===== config.mk =====
export PLATFORM = sky130hd
export DESIGN_NAME = seg_rx
export DESIGN_NICKNAME = d
export VERILOG_FILES = /design/src/rtl/seg_rx.sv
export SDC_FILE = /design/constraint.sdc
export NUM_CORES = 1
export LEC_CHECK = 0
export ABC_AREA = 1
export CAP_MARGIN = 10
export CORE_MARGIN = 2
export CORE_UTILIZATION = 50
export CTS_CLUSTER_SIZE = 14
export DETAILED_ROUTE_END_ITERATION = 12
export PLACE_DENSITY = 0.75
export SETUP_SLACK_MARGIN = 0.2
export SYNTH_ARGS = -nofsm -noshare
export SYNTH_HDL_FRONTEND = slang
export SYNTH_SLANG_ARGS = --single-unit

===== constraint.sdc =====
create_clock -name clk -period 1.43 [get_ports clk]
set_input_delay 0.143 -clock clk [delete_from_list [all_inputs] [get_ports clk]]
set_output_delay 0.143 -clock clk [all_outputs]
set_load 0.005 [all_outputs]

===== src/rtl/seg_rx.sv =====
// rtl/seg_rx.sv - seven-segment bus receiver that rebuilds multi-digit hex frames
// Optional feature macro: SEG_RX_DP_EN (capture the dp bit into frame_dp).
// Ports:
//   clk, rst_n       clock, asynchronous active-low reset
//   seg_in[7:0]      active-low segments a..g (bits 0..6), dp (bit 7)
//   dig_en_n         active-low digit enables, one low bit per valid scan slot
//   frame_data       decoded nibbles, digit i at [4i+3:4i]
//   frame_dp         decoded dp per digit
//   frame_err        per digit: pattern is not a hex glyph
//   frame_blank      per digit: all segments off
//   frame_valid      frame available
//   frame_ready      consumer accepts the frame
//   overrun          sticky: a frame completed while the previous one was pending
module seg_rx #(
   parameter int DIGITS        = 4,
   parameter int STABLE_CYCLES = 8
) (
   input  logic                  clk,
   input  logic                  rst_n,
   input  logic [7:0]            seg_in,
   input  logic [DIGITS-1:0]     dig_en_n,
   output logic [4*DIGITS-1:0]   frame_data,
   output logic [DIGITS-1:0]     frame_dp,
   output logic [DIGITS-1:0]     frame_err,
   output logic [DIGITS-1:0]     frame_blank,
   output logic                  frame_valid,
   input  logic                  frame_ready,
   output logic                  overrun
);

   typedef enum logic [1:0] {IDLE, SETTLE, HELD} state_t;

   localparam logic [7:0] LAST_CNT = 8'(STABLE_CYCLES - 1);

   logic [7:0]          seg_pin;
   logic [7:0]          seg_s1_q, seg_s1_d, seg_s2_q, seg_s2_d, seg_p_q, seg_p_d;
   logic [DIGITS-1:0]   en_s1_q, en_s1_d, en_s2_q, en_s2_d, en_p_q, en_p_d;
   state_t              state_q, state_d;
   logic [7:0]          cnt_q, cnt_d;
   logic [DIGITS-1:0]   mask_q, mask_d;
   logic [4*DIGITS-1:0] sh_data_q, sh_data_d, frame_data_q, frame_data_d;
   logic [DIGITS-1:0]   sh_dp_q, sh_dp_d, frame_dp_q, frame_dp_d;
   logic [DIGITS-1:0]   sh_err_q, sh_err_d, frame_err_q, frame_err_d;
   logic [DIGITS-1:0]   sh_blank_q, sh_blank_d, frame_blank_q, frame_blank_d;
   logic                valid_q, valid_d, overrun_q, overrun_d;

   logic [DIGITS-1:0]   en_act;
   logic                en_ok, changed, capture, frame_done, accept;
   logic [6:0]          lit;
   logic [3:0]          dec_nib;
   logic                dec_err, dec_blank, dec_dp;

`ifdef SEG_RX_DP_EN
   assign seg_pin = seg_in;
`else
   // dp forced high so it never disturbs stability detection or capture
   assign seg_pin = {seg_in[7] | 1'b1, seg_in[6:0]};
`endif

   // Synchronizer and previous-sample registers
   always_comb begin
      seg_s1_d = seg_pin;
      seg_s2_d = seg_s1_q;
      seg_p_d  = seg_s2_q;
      en_s1_d  = dig_en_n;
      en_s2_d  = en_s1_q;
      en_p_d   = en_s2_q;
   end

   assign en_act  = ~en_s2_q;
   assign en_ok   = (en_act != '0) && ((en_act & (en_act - DIGITS'(1))) == '0);
   assign changed = (seg_s2_q != seg_p_q) || (en_s2_q != en_p_q);

   // Glyph decode of the lit segments
   assign lit = ~seg_s2_q[6:0];
   always_comb begin
      dec_nib   = 4'h0;
      dec_err   = 1'b0;
      dec_blank = 1'b0;
      dec_dp    = ~seg_s2_q[7];
      case (lit)
         7'h3F: dec_nib = 4'h0;
         7'h06: dec_nib = 4'h1;
         7'h5B: dec_nib = 4'h2;
         7'h4F: dec_nib = 4'h3;
         7'h66: dec_nib = 4'h4;
         7'h6D: dec_nib = 4'h5;
         7'h7D: dec_nib = 4'h6;
         7'h07: dec_nib = 4'h7;
         7'h7F: dec_nib = 4'h8;
         7'h6F: dec_nib = 4'h9;
         7'h77: dec_nib = 4'hA;
         7'h7C: dec_nib = 4'hB;
         7'h39: dec_nib = 4'hC;
         7'h5E: dec_nib = 4'hD;
         7'h79: dec_nib = 4'hE;
         7'h71: dec_nib = 4'hF;
         7'h00: dec_blank = 1'b1;
         default: dec_err = 1'b1;
      endcase
   end

   // Scan FSM: next state
   always_comb begin
      state_d = state_q;
      cnt_d   = cnt_q;
      if (changed) begin
         cnt_d   = 8'd0;
         state_d = en_ok ? SETTLE : IDLE;
      end else begin
         case (state_q)
            IDLE:    cnt_d = 8'd0;
            SETTLE:  if (cnt_q == LAST_CNT) state_d = HELD;
                     else                   cnt_d = cnt_q + 8'd1;
            default: ;
         endcase
      end
   end

   // Scan FSM: outputs
   always_comb begin
      capture = (state_q == SETTLE) && !changed && (cnt_q == LAST_CNT);
   end

   // Shadow slots, slot-seen mask and frame handshake
   assign frame_done = &mask_q;
   assign accept     = valid_q && frame_ready;

   always_comb begin
      mask_d        = frame_done ? '0 : mask_q;
      sh_data_d     = sh_data_q;
      sh_dp_d       = sh_dp_q;
      sh_err_d      = sh_err_q;
      sh_blank_d    = sh_blank_q;
      frame_data_d  = frame_data_q;
      frame_dp_d    = frame_dp_q;
      frame_err_d   = frame_err_q;
      frame_blank_d = frame_blank_q;
      valid_d       = valid_q;
      overrun_d     = overrun_q;

      if (capture) begin
         for (int i = 0; i < DIGITS; i++) begin
            if (en_act[i]) begin
               sh_data_d[4*i +: 4] = dec_nib;
               sh_dp_d[i]          = dec_dp;
               sh_err_d[i]         = dec_err;
               sh_blank_d[i]       = dec_blank;
               mask_d[i]           = 1'b1;
            end
         end
      end

      if (frame_done) begin
         if (valid_q && !frame_ready) begin
            overrun_d = 1'b1;      // pending frame kept, new one dropped
         end else begin
            frame_data_d  = sh_data_q;
            frame_dp_d    = sh_dp_q;
            frame_err_d   = sh_err_q;
            frame_blank_d = sh_blank_q;
            valid_d       = 1'b1;
            if (accept) overrun_d = 1'b0;
         end
      end else if (accept) begin
         valid_d   = 1'b0;
         overrun_d = 1'b0;
      end
   end

   always_ff @(posedge clk or negedge rst_n) begin
      if (!rst_n) begin
         seg_s1_q      <= '1;
         seg_s2_q      <= '1;
         seg_p_q       <= '1;
         en_s1_q       <= '1;
         en_s2_q       <= '1;
         en_p_q        <= '1;
         state_q       <= IDLE;
         cnt_q         <= 8'd0;
         mask_q        <= '0;
         sh_data_q     <= '0;
         sh_dp_q       <= '0;
         sh_err_q      <= '0;
         sh_blank_q    <= '0;
         frame_data_q  <= '0;
         frame_dp_q    <= '0;
         frame_err_q   <= '0;
         frame_blank_q <= '0;
         valid_q       <= 1'b0;
         overrun_q     <= 1'b0;
      end else begin
         seg_s1_q      <= seg_s1_d;
         seg_s2_q      <= seg_s2_d;
         seg_p_q       <= seg_p_d;
         en_s1_q       <= en_s1_d;
         en_s2_q       <= en_s2_d;
         en_p_q        <= en_p_d;
         state_q       <= state_d;
         cnt_q         <= cnt_d;
         mask_q        <= mask_d;
         sh_data_q     <= sh_data_d;
         sh_dp_q       <= sh_dp_d;
         sh_err_q      <= sh_err_d;
         sh_blank_q    <= sh_blank_d;
         frame_data_q  <= frame_data_d;
         frame_dp_q    <= frame_dp_d;
         frame_err_q   <= frame_err_d;
         frame_blank_q <= frame_blank_d;
         valid_q       <= valid_d;
         overrun_q     <= overrun_d;
      end
   end

   assign frame_data  = frame_data_q;
   assign frame_dp    = frame_dp_q;
   assign frame_err   = frame_err_q;
   assign frame_blank = frame_blank_q;
   assign frame_valid = valid_q;
   assign overrun     = overrun_q;

endmodule


==> impl_metrics.toml <==
[run_status]
run_status = "finished with violations"
violations = "setup timing"

[timing]
hold_violations = 0
finClkSkew_ps = 13.5
finalSetupViolations = 38
fmax_mhz = 590
finalWorstSetupSlack_ps = -266
slew_viol_final = 0
worst_hold_slack_ps = 180
finalCriticalPeriod_ps = 1700
min_period_over_period_pct = 119
rsz0062_at_grt = "true"

[critical_path]
startpoint_type = "flip-flop"
worstSetupEndpointType = "flip-flop"
cp.arrival_ps = 1990
worst_ep_required_time_ps = 1720
path_max_fanout = 7
crit_type = "flip-flop to flip-flop"

[logic_synthesis]
yosysUniqueCellTypes = 25
synth_edf_count = 0
async_flop_share_pct = 100
synthCells = 396
synthFlopType = "dfrtp_1"
syn-cell-area_um2 = 3990
ys_top_cells_by_count = "nand2_1, dfrtp_1, dfstp_2"
yosys_warnings = 0
yosysSeqAreaShare_pct = 61.9
synth-seq-cells = 97
synth_most_common_cell = "nand2_1"
netlist_top_cells_area = "dfrtp_1, dfstp_2, nand2_1, mux2_2, inv_1"
synth_top_area_share_pct = 40.1
yosysTopAreaCell = "dfrtp_1"
syn_area_per_cell_um2 = 10.1

[finish]
final_area_um2 = 5640
nets = 543
utilization_pct = 73.0
layout-drive-gt1-share_pct = 40.8
area_delta_synth_final_pct = 41.5
n_antenna_cell = 0
final_cells = 634
n_fill_cell = 540

[power]
clkPwrFrac_pct = 36.8
pwr-share-comb_pct = 6.2
seq_power_share_pct = 56.9
ir_worst_vdd_mv = 0.588
power.density_nw_per_um2 = 891
switching_share_pct = 24.1
internal-power_mw = 3.82
p_leak_nw = 3.09
switchingPower_mw = 1.21

[floorplan]
rows = 32
core_area_um2 = 7730
start_util_pct = 51.6
die_area_um2 = 8710
num_io_pins = 45
die_h_um = 93.3
die_w_um = 93.3

[grt]
grt_pass1_vias = 3138
grt_pass1_wl_mm = 14.5
gr-usage-all-layers_pct = 21.1
grt_overflow = 0
grt_max_degree = 46
antenna_found_initial = 0

[run]
drv_cap = 0

[cts]
clk-insertion-delay-late_ps = 360
clk_pin_slew_worst_paths_ps = 100
root_buffer = "clkbuf_8"
cts.htree.levels = 3
cts_tree = "built"
numCtsBuffers = 9
numClockSinks = 97
cts.path.max_buffers = 2

[detailed_routing]
drt_first_iter_violations = 166
drcViolationCount = 0
wirelength_mm = 8.62
avgViaCountPerCell = 4.94
drt_pass1_iterations = 4
via_count = 3133
wire_per_inst_um = 13.6
antenna_left = 0

[placed_design]
port_buffers = 39
dp_hpwl_mm = 5.55
placed_area_um2 = 4970
routabilityCongestion = 0.901
dp_cells = 584

[min_path]
worstHoldPathType = "input pin to flip-flop"
[cells by family (layout without fill, tap and decap cells)]
group / count (synthesis) / count (layout) / synth area share, %
other: 1 / 4 / 0.0940
AOI/OAI and AO/OA: 12 / 12 / 1.69
xor gates and xnor gates: 11 / 11 / 2.41
muxes: 24 / 24 / 6.77
buffers and inverters: 37 / 169 / 3.95
and+or+nand+nor: 213 / 214 / 22.9
adders and majority gates: 1 / 1 / 0.314
DFF: 97 / 97 / 61.9
[worst max-delay path, cell delays in order, from the launching register on]
cell     delay [ps]
dfrtp_1         400
nor3_1          310
nor3b_4         250
buf_6           170
nand3_4         140
nor2_4          210
nand2_1          70
nand2_1          80
[metal layers]
metal | vias up | GRT usage, % | share of wire [%]
li1 | 1517 | - | -
met1 | 1518 | 28.4 | 44
met2 | 82 | 35.4 | 51
met3 | 16 | 2.98 | 3.4
met4 | 0 | 7.11 | 2.0
met5 | - | 0 | 0
[area by class of cell]
class                      instances  area, µm²  share of cell area [%]
sequential                        97       2470                    43.7
tap                              102        128                    2.26
multi-input combinational        266       1640                    29.1
clock buffer                       9        124                    2.19
inverter                          30        115                    2.04
clock inverter                     7       86.3                    1.53
timing repair buffer             123       1080                    19.1
[metrics by stage]
stage               setup TNS [ps]  power [mW]  worst slack, ps
floorplan                    -4030        3.02             -133
global placement             -6800        3.19             -251
detailed placement           -9950        3.20             -324
CTS                          -7650        5.05             -260
global route                -12410        5.26             -381
finish                       -7800        5.03             -266
[state kept, by name (all words and copies together), names as in the netlist]
signal,flops
sh_data_q,16
seg_p_q,7
seg_s1_q,7
cnt_q,8
en_s1_q,4
frame_blank,4
seg_p_d,7
state_q,2
mask_q,4
sh_err_q,4
en_p_q,4
frame_valid,1
frame_data,16
sh_blank_q,4
overrun,1
en_p_d,4
frame_err,4
[path summary, 6_finish.rpt]
check | from | cells after the start | slack [ps] | to
min in group asynchronous | rst_n | 2 | 200 | frame_data[9]
worst max-delay path | state_q[1] | 7 | -270 | sh_data_q[6]
worst min register to register | en_s1_q[0] | 0 | 360 | en_p_d[0]
worst min-delay path | dig_en_n[2] | 1 | 180 | en_s1_q[2]
worst max register to register | state_q[1] | 7 | -270 | sh_data_q[6]
max in group asynchronous | rst_n | 3 | 690 | en_p_q[0]
[cells in the final DEF (no fill, tap or decap), types with 4 or more instances in the layout]
cell type	instances
a21oi_1	5
buf_4	71
buf_6	9
clkbuf_8	9
clkdlybuf4s50_1	12
conb_1	4
dfrtp_1	64
dfstp_2	33
dlygate4sd2_1	26
inv_1	24
inv_2	5
mux2_4	24
nand2_1	113
nand2_2	28
nand2_4	5
nand3_1	18
nand4_1	8
nor2_1	21
nor2_2	5
nor2_4	8
xnor2_1	6
xor2_1	5
[power by group through the flow]
stage	combinational [mW]	clock, mW	sequential (mW)
finish	0.314	1.85	2.86
global route	0.352	2.03	2.87
CTS	0.299	1.89	2.86
detailed placement	0.284	0	2.91
global placement	0.277	0	2.91
floorplan	0.105	0	2.92
[what timing repair did]
item,4_1_cts,5_1_grt
cloned,2,0
setup endpoints to repair,88,62
pin swaps,15,23
setup buffers,24,7
resized for setup,54,43
hold endpoints to repair,64,0
hold buffers,1,0
No activity file was read; power rests on OpenSTA's default activity.
